## src/rtl/uart_printf_pkg.sv

```systemverilog
// Shared constants for the queued printf-to-UART path: FSM encoding, EOL bytes, defaults.
// The optional CR/LF trailer is enabled with UART_PRINTF_QUEUE_CRLF_EN.
package uart_printf_pkg;

    localparam logic [1:0] ST_IDLE   = 2'd0;
    localparam logic [1:0] ST_SEND   = 2'd1;
    localparam logic [1:0] ST_EOL_CR = 2'd2;
    localparam logic [1:0] ST_EOL_LF = 2'd3;

    localparam logic [7:0] ASCII_CR = 8'h0D;
    localparam logic [7:0] ASCII_LF = 8'h0A;

    localparam int unsigned DEFAULT_MSG_BYTES = 22;
    localparam int unsigned DEFAULT_DEPTH     = 4;

endpackage

```

## src/rtl/uart_printf_queue_msg_fifo.sv

```systemverilog
// Message FIFO: power-of-two depth, extra pointer MSB separates full from empty,
// and a push into a full FIFO is taken when a pop happens in the same cycle.
module msg_fifo #(
    parameter int unsigned WIDTH = 8,
    parameter int unsigned DEPTH = 4,
    localparam int unsigned AW = $clog2(DEPTH)
) (
    input  logic             clk,
    input  logic             rst_n,
    input  logic             push_i,
    input  logic             pop_i,
    input  logic [WIDTH-1:0] wdata_i,
    output logic [WIDTH-1:0] rdata_o,
    output logic             full_o,
    output logic             empty_o,
    output logic [AW:0]      level_o
);

    logic [WIDTH-1:0] mem [DEPTH];
    logic [AW:0]      wrPtr_q;
    logic [AW:0]      rdPtr_q;
    logic             doPush;
    logic             doPop;

    assign empty_o = (wrPtr_q == rdPtr_q);
    assign full_o  = (wrPtr_q[AW] != rdPtr_q[AW]) && (wrPtr_q[AW-1:0] == rdPtr_q[AW-1:0]);
    assign level_o = wrPtr_q - rdPtr_q;
    assign rdata_o = mem[rdPtr_q[AW-1:0]];

    assign doPop  = pop_i && !empty_o;
    assign doPush = push_i && (!full_o || doPop);

    always_ff @(posedge clk or negedge rst_n) begin
        if (!rst_n) begin
            wrPtr_q <= '0;
            rdPtr_q <= '0;
        end else begin
            if (doPush) wrPtr_q <= wrPtr_q + 1'b1;
            if (doPop)  rdPtr_q <= rdPtr_q + 1'b1;
        end
    end

    // Storage is not reset; only the pointers define which entries are live.
    always_ff @(posedge clk) begin
        if (doPush) mem[wrPtr_q[AW-1:0]] <= wdata_i;
    end

endmodule

```

## src/rtl/uart_printf_queue.sv

```systemverilog
// Queues printf messages and streams them byte by byte into uart_tx (valid/ready).
// Define UART_PRINTF_QUEUE_CRLF_EN to append CR/LF after every message.
module uart_printf_queue
    import uart_printf_pkg::*;
#(
    parameter int unsigned MSG_BYTES = DEFAULT_MSG_BYTES,
    parameter int unsigned DEPTH     = DEFAULT_DEPTH,
    localparam int unsigned LEN_W = $clog2(MSG_BYTES + 1),
    localparam int unsigned LVL_W = $clog2(DEPTH + 1)
) (
    input  logic                   clk,
    input  logic                   rst_n,
    input  logic                   printf,
    input  logic [MSG_BYTES*8-1:0] send_data,
    input  logic [LEN_W-1:0]       msg_len,
    input  logic                   tx_data_ready,
    input  logic                   clear_overflow,
    output logic [7:0]             tx_data,
    output logic                   tx_data_valid,
    output logic [7:0]             tx_cnt,
    output logic                   busy,
    output logic [LVL_W-1:0]       level,
    output logic                   overflow
);

    localparam int unsigned DATA_W  = MSG_BYTES * 8;
    localparam int unsigned ENTRY_W = LEN_W + DATA_W;

    logic [1:0]        state_q,   state_d;
    logic [DATA_W-1:0] shift_q,   shift_d;
    logic [LEN_W-1:0]  len_q,     len_d;
    logic [7:0]        txCnt_q,   txCnt_d;
    logic              overflow_q;

    logic [LEN_W-1:0]   lenClamped;
    logic [ENTRY_W-1:0] fifoRdata;
    logic [LEN_W-1:0]   headLen;
    logic [DATA_W-1:0]  headData;
    logic               fifoFull;
    logic               fifoEmpty;
    logic               fifoPop;
    logic [7:0]         lastIdx;

    assign lenClamped = (msg_len > LEN_W'(MSG_BYTES)) ? LEN_W'(MSG_BYTES) : msg_len;
    assign {headLen, headData} = fifoRdata;
    assign lastIdx = 8'(len_q) - 8'd1;

    msg_fifo #(
        .WIDTH (ENTRY_W),
        .DEPTH (DEPTH)
    ) u_fifo (
        .clk     (clk),
        .rst_n   (rst_n),
        .push_i  (printf),
        .pop_i   (fifoPop),
        .wdata_i ({lenClamped, send_data}),
        .rdata_o (fifoRdata),
        .full_o  (fifoFull),
        .empty_o (fifoEmpty),
        .level_o (level)
    );

    // tx_cnt stays on the last index after the final byte so it never exceeds MSG_BYTES-1.
    always_comb begin
        state_d       = state_q;
        shift_d       = shift_q;
        len_d         = len_q;
        txCnt_d       = txCnt_q;
        fifoPop       = 1'b0;
        tx_data       = 8'h00;
        tx_data_valid = 1'b0;
        case (state_q)
            ST_IDLE: begin
                if (!fifoEmpty) begin
                    fifoPop = 1'b1;
                    shift_d = headData;
                    len_d   = headLen;
                    txCnt_d = 8'd0;
`ifdef UART_PRINTF_QUEUE_CRLF_EN
                    state_d = (headLen == '0) ? ST_EOL_CR : ST_SEND;
`else
                    state_d = (headLen == '0) ? ST_IDLE : ST_SEND;
`endif
                end
            end
            ST_SEND: begin
                tx_data       = shift_q[DATA_W-1 -: 8];
                tx_data_valid = 1'b1;
                if (tx_data_ready) begin
                    if (txCnt_q == lastIdx) begin
`ifdef UART_PRINTF_QUEUE_CRLF_EN
                        state_d = ST_EOL_CR;
`else
                        state_d = ST_IDLE;
`endif
                    end else begin
                        shift_d = shift_q << 8;
                        txCnt_d = txCnt_q + 8'd1;
                    end
                end
            end
`ifdef UART_PRINTF_QUEUE_CRLF_EN
            ST_EOL_CR: begin
                tx_data       = ASCII_CR;
                tx_data_valid = 1'b1;
                if (tx_data_ready) state_d = ST_EOL_LF;
            end
            ST_EOL_LF: begin
                tx_data       = ASCII_LF;
                tx_data_valid = 1'b1;
                if (tx_data_ready) state_d = ST_IDLE;
            end
`endif
            default: state_d = ST_IDLE;
        endcase
    end

    always_ff @(posedge clk or negedge rst_n) begin
        if (!rst_n) begin
            state_q <= ST_IDLE;
            shift_q <= '0;
            len_q   <= '0;
            txCnt_q <= '0;
        end else begin
            state_q <= state_d;
            shift_q <= shift_d;
            len_q   <= len_d;
            txCnt_q <= txCnt_d;
        end
    end

    // A dropped push wins over a clear arriving in the same cycle.
    always_ff @(posedge clk or negedge rst_n) begin
        if (!rst_n) begin
            overflow_q <= 1'b0;
        end else if (printf && fifoFull && !fifoPop) begin
            overflow_q <= 1'b1;
        end else if (clear_overflow) begin
            overflow_q <= 1'b0;
        end
    end

    assign tx_cnt   = txCnt_q;
    assign overflow = overflow_q;
    assign busy     = (state_q != ST_IDLE) || !fifoEmpty;

endmodule
```

## config.mk

```make
export PLATFORM = sky130hd
export DESIGN_NAME = uart_printf_queue
export DESIGN_NICKNAME = d
export VERILOG_FILES = /design/src/rtl/uart_printf_pkg.sv /design/src/rtl/uart_printf_queue_msg_fifo.sv /design/src/rtl/uart_printf_queue.sv
export SDC_FILE = /design/constraint.sdc
export NUM_CORES = 1
export LEC_CHECK = 0
export BUFFER_PORTS_ARGS = -buffer_cell sky130_fd_sc_hd__buf_2
export CELL_PAD_IN_SITES_DETAIL_PLACEMENT = 1
export CELL_PAD_IN_SITES_GLOBAL_PLACEMENT = 2
export CORE_MARGIN = 5
export CORE_UTILIZATION = 38
export DETAILED_ROUTE_END_ITERATION = 16
export MAX_ROUTING_LAYER = met4
export PLACE_DENSITY = 0.73
export SLEW_MARGIN = 10
export SYNTH_ARGS = -nofsm -noshare
export SYNTH_HDL_FRONTEND = slang
export SYNTH_SLANG_ARGS = --single-unit
```

## constraint.sdc

```tcl
create_clock -name clk -period 6.31 [get_ports clk]
set_input_delay 0.3155 -clock clk [delete_from_list [all_inputs] [get_ports clk]]
set_output_delay 0.3155 -clock clk [all_outputs]
set_load 0.03 [all_outputs]
```

* Word level (Yosys, flattened, before mapping) *
Memories as Yosys holds them, arrays and structs flattened.
Index checks and enable logic that the tools add are counted.

storage, ports and cells
  flip-flop bits (word level) = 198
  RAM bits = 724
  bits of input ports = 186
  output and inout port bits = 22
  memories kept = 1

cells by class
  add/subtract/negate cells = 5
  magnitude comparators = 1
  equality and inequality tests = 9
  multiplexer cells = 22
  bitwise operators = 1
  reductions and logical operators = 18

memory list
  name        words  bits a word  read ports  clocked after memory_dff  wr ports  RTL line                          RTL
  u_fifo.mem  4      181          1           0                         1         uart_printf_queue_msg_fifo.sv:19  logic [WIDTH-1:0] mem [DEPTH];

operators with widths
  cell                                               count
  2-to-1 mux 176 bit                                 3
  case mux 176 bit (2 select lines)                  1
  2-to-1 mux 8 bit                                   4
  case mux 8 bit (2 select lines)                    1
  adder 8 x 1 -> 8 bit (second input constant)       1
  == test 8 bit                                      1
  2-to-1 mux 1 bit                                   8
  inequality test 2 bit (second input constant)      4
  adder 3 x 1 -> 3 bit (second input constant)       2
  2-to-1 mux 2 bit                                   3
  nonzero test 2 bit                                 3
  subtractor 5 x 1 -> 6 bit (second input constant)  1
  > comparator 5 bit (second input constant)         1
  logical AND 1 bit                                  5
  logical NOT 5 bit                                  1
  2-to-1 mux 5 bit                                   1
  case mux 2 bit (2 select lines)                    1
  AND reduction 4 bit                                1
  == test 3 bit                                      1
  logical NOT 1 bit                                  3
  AND reduction 3 bit                                1
  subtractor 3 bit                                   1
  == test 2 x 1 -> 1 bit (second input constant)     1
  == test 2 bit                                      1
  other kinds (5)                                    6

* Depth between registers and ports, before layout *
Gate-level depths: netlist of the first run.

  depth after elaboration = 8
  mapped depth = 10
  gate-level depth less buffers = 7

* Cells and area by module *
A second synthesis of the first run with hierarchy kept.

unflattened totals
  cells, all modules = 1664
  area total of the unflattened synthesis = 36445.0 µm²

by module, submodules not included
  module             instances  cells an instance  area each (µm²)  sequential area each (µm²)
  msg_fifo           1          991                26522.9          21891.0
  uart_printf_queue  1          673                9922.0           4779.6

* Worst setup path before layout of the first run *
Ideal clock, no wire load.

  path kind = register to register
  start point = register u_fifo.rdPtr_q[1]
  end point = memory u_fifo.mem[3][0] in the netlist's numbering (enable)
  library setup time = 565 ps
  arrival = 6039 ps
  setup slack = -294 ps
  stages on the path, launching flop included = 9
  path through = dfrtp_1 > clkbuf_1 > clkbuf_1 > inv_1 > ha_1 > nand3_1 > nor2_1 > nor2b_1 > and2_1

on the way
  longest elaborated chain between the ends = 8
  elaborated cells on any way between the ends = 12
  classes of those cells = 2 x eq/ne; 4 x mux; 6 x reduce/logical

ends and longest elaborated chain
  item                                        RTL line                          RTL
  from (decl)                                 uart_printf_queue_msg_fifo.sv:21  logic [AW:0] rdPtr_q;
  from (signal assigned)                      uart_printf_queue_msg_fifo.sv:39  if (doPop) rdPtr_q <= rdPtr_q + 1'b1;
  == test 3 bit                               uart_printf_queue_msg_fifo.sv:25  assign empty_o = (wrPtr_q == rdPtr_q);
  2-to-1 mux 1 bit                            uart_printf_queue.sv:74           if (!fifoEmpty) begin
  2-to-1 mux 1 bit                            uart_printf_queue.sv:72           case (state_q)
  logical AND 1 bit                           uart_printf_queue_msg_fifo.sv:30  assign doPop = pop_i && !empty_o;
  logical OR 1 bit (*)                        uart_printf_queue_msg_fifo.sv:31  assign doPush = push_i && (!full_o || doPop);
  logical AND 1 bit (*)                       uart_printf_queue_msg_fifo.sv:31
  2-to-1 mux 1 bit (*)                        uart_printf_queue_msg_fifo.sv:45  if (doPush) mem[wrPtr_q[AW-1:0]] <= wdata_i;
  2-to-1 mux 1 bit (not written as such) (*)  uart_printf_queue_msg_fifo.sv:45
  to (decl)                                   uart_printf_queue_msg_fifo.sv:19

Mark *: on every way between the ends. The rest lies on a longest branch, timed or not.

* Worst setup path in the final report of the first run *
  start point = register u_fifo.rdPtr_q[1]
  end point = memory u_fifo.mem[2][20] in the netlist's numbering (enable)

Same word-level chain as after synthesis.

==> results of run 1 <==
==> power breakdown <==
part | internal, mW | switching [mW] | total (mW)
clock | 3.47 | 2.32 | 5.79
sequential | 8.16 | 0.614 | 8.77
combinational | 2.20 | 2.89 | 5.10
==> flip-flops by register name (all words and copies together) (netlist names) <==
register and count:
overflow 1, shift_q 176, u_fifo.rdPtr_q 3, len_q 5, u_fifo.mem 724, u_fifo.wrPtr_q 3, tx_cnt 8, state_q 1
==> cell usage in the layout, fill, tap and decap left out, drive strengths merged, types with 3 or more instances in the layout <==
cell,n
a21o,3
dfrtp,197
clkinvlp,6
dlygate4sd3,181
mux4,181
clkbuf,120
a21oi,3
nor2,7
a22o,9
mux2,171
diode,12
ha,9
edfxtp,724
inv,15
nand3,5
nand2,518
nor3,8
bufinv,13
buf,232
and2,14
xnor2,8
o21ai,7
and3,6
clkinv,33
a221o,5
xor2,5
==> cells by family after synthesis <==
family,synth area share
adder cells (fa/ha/maj),0.00369
XOR/XNOR,0.00317
buffers and inverters,0.0133
AND/OR/NAND/NOR,0.0617
multiplexers,0.167
flip-flops,0.742
AO/OA/AOI/OAI,0.00916
==> layer usage <==
| layer | GRT usage | part of all wire | vias up |
|---|---|---|---|
| met5 | - | 0 | - |
| met4 | 0.0393 | 0.017 | 0 |
| met3 | 0.0290 | 0.042 | 102 |
| met2 | 0.287 | 0.50 | 390 |
| met1 | 0.228 | 0.44 | 9979 |
| li1 | - | - | 8459 |
==> worst max-delay path by stage <==
stage | to | cells after the start | slack, ps
final | u_fifo.mem[2][20] | 7 | 2670
after global routing | u_fifo.mem[1][20] | 6 | 2390
after CTS | u_fifo.mem[1][17] | 6 | 2590
after detailed placement | u_fifo.mem[0][31] | 6 | 2630
after global placement | u_fifo.mem[2][25] | 6 | 2660
after floorplan | u_fifo.mem[3][0] | 8 | 1730
==> layout make-up <==
class,instances,share of cell area
diodes,12,0.000689
clock buffers,120,0.0600
clock inverters,58,0.0150
inverters,9,0.000891
multi-input cells,981,0.202
flip-flops and latches,921,0.613
well taps,1254,0.0360
repair buffers,413,0.0725
==> worst register-to-register path: stages (launching register included) <==
cell     delay, ps
dfrtp_4        770
inv_1          140
ha_1           330
nand3_1        110
nor2_1          70
nor2b_1        430
and2_4         860
buf_12         500
==> metrics by stage <==
step | worst slack, ps | cell area, um^2 | hold slack (ps) | utilization | std cells
floorplan | 1730 | 35900 | 19.9 | - | 2014
global placement | 2660 | 38400 | 467 | 0.411 | 3397
detailed placement | 2630 | 38400 | 475 | 0.411 | 3397
CTS | 2590 | 43500 | 41.8 | 0.465 | 3756
global route | 2390 | 43600 | 79.1 | 0.465 | 3768
finish | 2670 | 43600 | 57.1 | 0.465 | 3768
==> timing repair <==
action                     4_1_cts  5_1_grt
setup endpoints to repair        0        0
hold buffers                   181        0
gates resized for setup          0        0
hold endpoints to repair       818        0
==> impl_metrics.yaml, run 1 <==
pwr:
  peakVddDrop_mv: 0.321
  powerDensity_nw_per_um2: 451
  finalPower_mw: 19.7
  cellLeakagePower_nw: 16.5
floorplan:
  die_y_um: 318
  die-width_um: 318
  pin_count: 208
  die_area_um2: 101000
  initial_utilization: 0.384
  fp-row-count: 112
  core_area_um2: 93600
global_route:
  antenna_found_initial: 16
  grt_max_degree: 169
  grt_overflow: 0
  grt_use_total: 0.174
  grt_pass1_vias: 20800
  grt_pass1_wl_mm: 132
drt:
  via_count: 18900
  viasPerCell: 5.02
  first_pass_iters: 5
  drt-total-wl_mm: 85.8
  ant_nets: 0
  wl_per_cell_um: 22.8
  drc: 0
  initialDrtViolationCount: 1166
synth:
  yosys_warnings: 0
  synth_seq_cells: 921
  seq_area_frac_synth: 0.742
  ys_top_cells_by_count: "724 x edfxtp_1, 518 x nand2_1, 197 x dfrtp_1"
  yosysTopAreaCell: "edfxtp_1"
  yosysMostFrequentCell: "edfxtp_1"
  async_flop_share: 0.214
  synthesis.area_um2: 35900
  synthCells: 2014
  ys.flop_type: "edfxtp_1"
  synth_nets: 2210
  synthDistinctLibCells: 42
  yosys.area.top_type_share: 0.605
  synth.area.top_cells: "edfxtp_1 60%, dfrtp_1 14%, mux4_2 11%"
  post_synth.cell_area_avg_um2: 17.8
  synth_edf_count: 724
finish:
  fill_cells: 9056
  multiInputGateArea_um2: 8810
  final_net_count: 2618
  register_area_um2: 26700
  syn2layout_area_growth_pct: 21.2
  drive_gt1_frac: 0.258
clock_tree:
  numCtsBuffers: 96
  cts_tree: "built"
  htreeDepth: 3
  clk_pin_slew_ps: 60
  cts_buffer_depth: 3
  clk_latency_ps: 650
  clockRootBuffer: "clkbuf_16"
  post_cts_buffers: 0
  cts.sinks: 921
timing:
  timing.fmax_mhz: 274
  finalWorstPathRequiredPeriod_ps: 3640
  final_max_slew_viol_count: 0
  tightest_slew_ps: 1100
  rsz0062_at_grt: "no"
  setup_violations: 0
  fin_skew_ps: 25.4
  slew_headroom: 0.267
  period_share: 0.578
  hold_violations: 0
  setup-tns-final_ps: 0
worst_setup_path:
  critPathRequiredTime_ps: 6590
  critPathLaunchType: "flip-flop"
  crit_start: "u_fifo.rdPtr_q[1]"
  worst-path-max-fanout: 65
  r2r_slack_ps: 2670
  worst-setup-path-type: "flip-flop to flip-flop"
  crit_arrival_ps: 3920
  crit_family: "simple AND/OR/NAND/NOR gates"
  critPathBufInv: 2
  cpMaxStageDelayCell: "and2_4"
  path_cells: "inv_1 > ha_1 > nand3_1 > nor2_1 > nor2b_1 > and2_4 > buf_12"
  slowest_delay_ps: 860
  worstRegToRegCells: 7
  timing.rr.end: "u_fifo.mem[2][20]"
  cp-end-kind: "flip-flop"
  r2r-start: "u_fifo.rdPtr_q[1]"
run:
  maxCapViolCount: 0
hold_path:
  hold_path_startpoint: "printf"
  min_path_type: "input pin to flip-flop"
  whs_endpoint: "overflow"
  hold_depth: 3
placed_design:
  dp_hpwl_mm: 51.2
  gp_congestion: 0.713
  port_buffers: 207
outcome:
  status: "finished, final reports clean"
(Power assumes the default switching activity.)
==> run 2: changes to the inputs <==
Clock period 6.31 ns to 3 ns, I/O delays scaled along.
==> impl_metrics.yaml, run 2 (synthesis gave the netlist of run 1 again) <==
drt:
  wl_met1_mm: 38.4
  wl_per_cell_um: 22.8
  via_count: 19000
  viasPerCell: 5.01
  highest_layer: "met4"
  wl_met3_mm: 3.29
  first_pass_iters: 5
  drt-total-wl_mm: 86.3
  drc: 0
  initialDrtViolationCount: 1282
  ant_nets: 0
  dr_wl_met2_mm: 42.7
worst_setup_path:
  crit_end: "shift_q[39]"
  r2r-start: "len_q[2]"
  worst-path-max-fanout: 41
  crit_start: "len_q[2]"
  worstRegToRegCells: 7
  critPathLaunchType: "flip-flop"
  r2r_slack_ps: 120
  critPathRequiredTime_ps: 3520
  worst-setup-path-type: "flip-flop to flip-flop"
  crit_arrival_ps: 3400
  timing.rr.end: "shift_q[39]"
  cp-end-kind: "flip-flop"
global_route:
  grt_overflow: 0
  grt_use_total: 0.176
  grt_pass1_vias: 21500
  grt_pass1_wl_mm: 134
  grt_max_degree: 177
  antenna_found_initial: 7
run:
  maxCapViolCount: 0
floorplan:
  core_area_um2: 93600
  die-width_um: 318
  initial_utilization: 0.384
  die_y_um: 318
  pin_count: 208
  die_area_um2: 101000
  fp-row-count: 112
clock_tree:
  clockRootBuffer: "clkbuf_16"
  post_cts_resize_count: 0
  numCtsBuffers: 97
  cts_buffer_depth: 3
  clk_pin_slew_ps: 60
  htreeDepth: 3
  cts.sinks: 921
  clk_latency_ps: 660
  cts_tree: "built"
timing:
  timing.fmax_mhz: 347
  tightest_slew_ps: 1150
  finalWorstPathRequiredPeriod_ps: 2880
  slew_headroom: 0.233
  final_max_slew_viol_count: 0
  fin_skew_ps: 27.1
  hold_violations: 0
  rsz0062_at_grt: "no"
  period_share: 0.962
  setup-tns-final_ps: 0
  setup_violations: 0
pwr:
  switching_share: 0.300
  combPwrFrac: 0.274
  netSwitchingPower_mw: 12.5
  finalPower_mw: 41.8
  powerDensity_nw_per_um2: 952
  cellLeakagePower_nw: 16.7
  internal-power_mw: 29.2
  peakVddDrop_mv: 0.831
  clock_power_share: 0.288
  seqPwrFrac: 0.438
finish:
  multiInputGateArea_um2: 8830
  largest_reg_flops: 724
  final_cell_mix: "724 x edfxtp_1, 518 x nand2_1, 206 x buf_2"
  fill_cells: 9032
  drive_gt1_frac: 0.259
  mostFrequentLayoutCell: "edfxtp_1"
  syn2layout_area_growth_pct: 22.1
  final_net_count: 2641
  final_cell_area_um2: 43900
  register_area_um2: 26700
placed_design:
  dp_hpwl_mm: 51.5
  port_buffers: 207
  gp_congestion: 0.753
  place_area_um2: 38800
hold_path:
  min_path_type: "input pin to async pin"
outcome:
  status: "finished, final reports clean"
run 2: cell count changes in the layout (fill, tap and decap cells not counted), moves of 5 or more:
cell / delta
buf_12: +16
clkbuf_1: +8
clkbuf_8: -5
clkinv_1: +6
diode_2: -8
dlygate4sd3_1: +6
run 2: metrics by stage:
stage / setup slack, ps / hold slack (ps) / util / std cells
after floorplan: -32.1 / -146 / - / 2014
after global placement: 200 / 251 / 0.414 / 3413
after detailed placement: 128 / 269 / 0.414 / 3413
after CTS: 115 / 154 / 0.469 / 3779
after global routing: 7.52 / 164 / 0.469 / 3783
final: 115 / 125 / 0.469 / 3783
run 2: power groups by stage:
stage	Sequential [mW]	Combinational, mW	Clock [mW]
2_1_floorplan	18.2	7.84	0
3_3_place_gp	18.3	11.3	0
3_5_place_dp	18.5	11.5	0
4_1_cts	18.3	11.8	12.4
5_1_grt	18.5	12.5	13.0
6_report	18.3	11.4	12.0
run 2: worst min-delay path by stage:
stage                from      endpoint  cells after the start  slack [ps]
finish              rst_n  shift_q[146]                      2         130
global placement    rst_n      overflow                      1         250
floorplan           rst_n      len_q[0]                      0        -150
CTS                 rst_n      overflow                      2         150
global route        rst_n  shift_q[146]                      2         160
detailed placement  rst_n      overflow                      1         270
run 2: layout make-up:
cell class              instances  area share
diodes                          4    0.000228
clock buffers                 125      0.0598
clock inverters                54      0.0131
inverters                       9    0.000941
multi-input cells             981       0.201
flip-flops and latches        921       0.608
well taps                    1254      0.0358
repair buffers                435      0.0807
run 2: what timing repair did:
action / in CTS / in global routing
setup buffers: 0 / 0
hold endpoints to repair: 824 / 0
hold buffers: 187 / 0
run 2: worst max-delay path, cell delays in order, from the launching register on:
cell and delay (ps):
dfrtp_1 450, or4_1 520, o21a_1 210, o2111a_1 290
a221oi_4 310, buf_12 340, buf_4 230, mux2_1 330
run 2: routing by layer:
metal	vias to the layer above	global-route usage
li1	8502	-
met1	9964	0.235
met2	386	0.285
met3	108	0.0284
met4	0	0.0448
met5	-	-
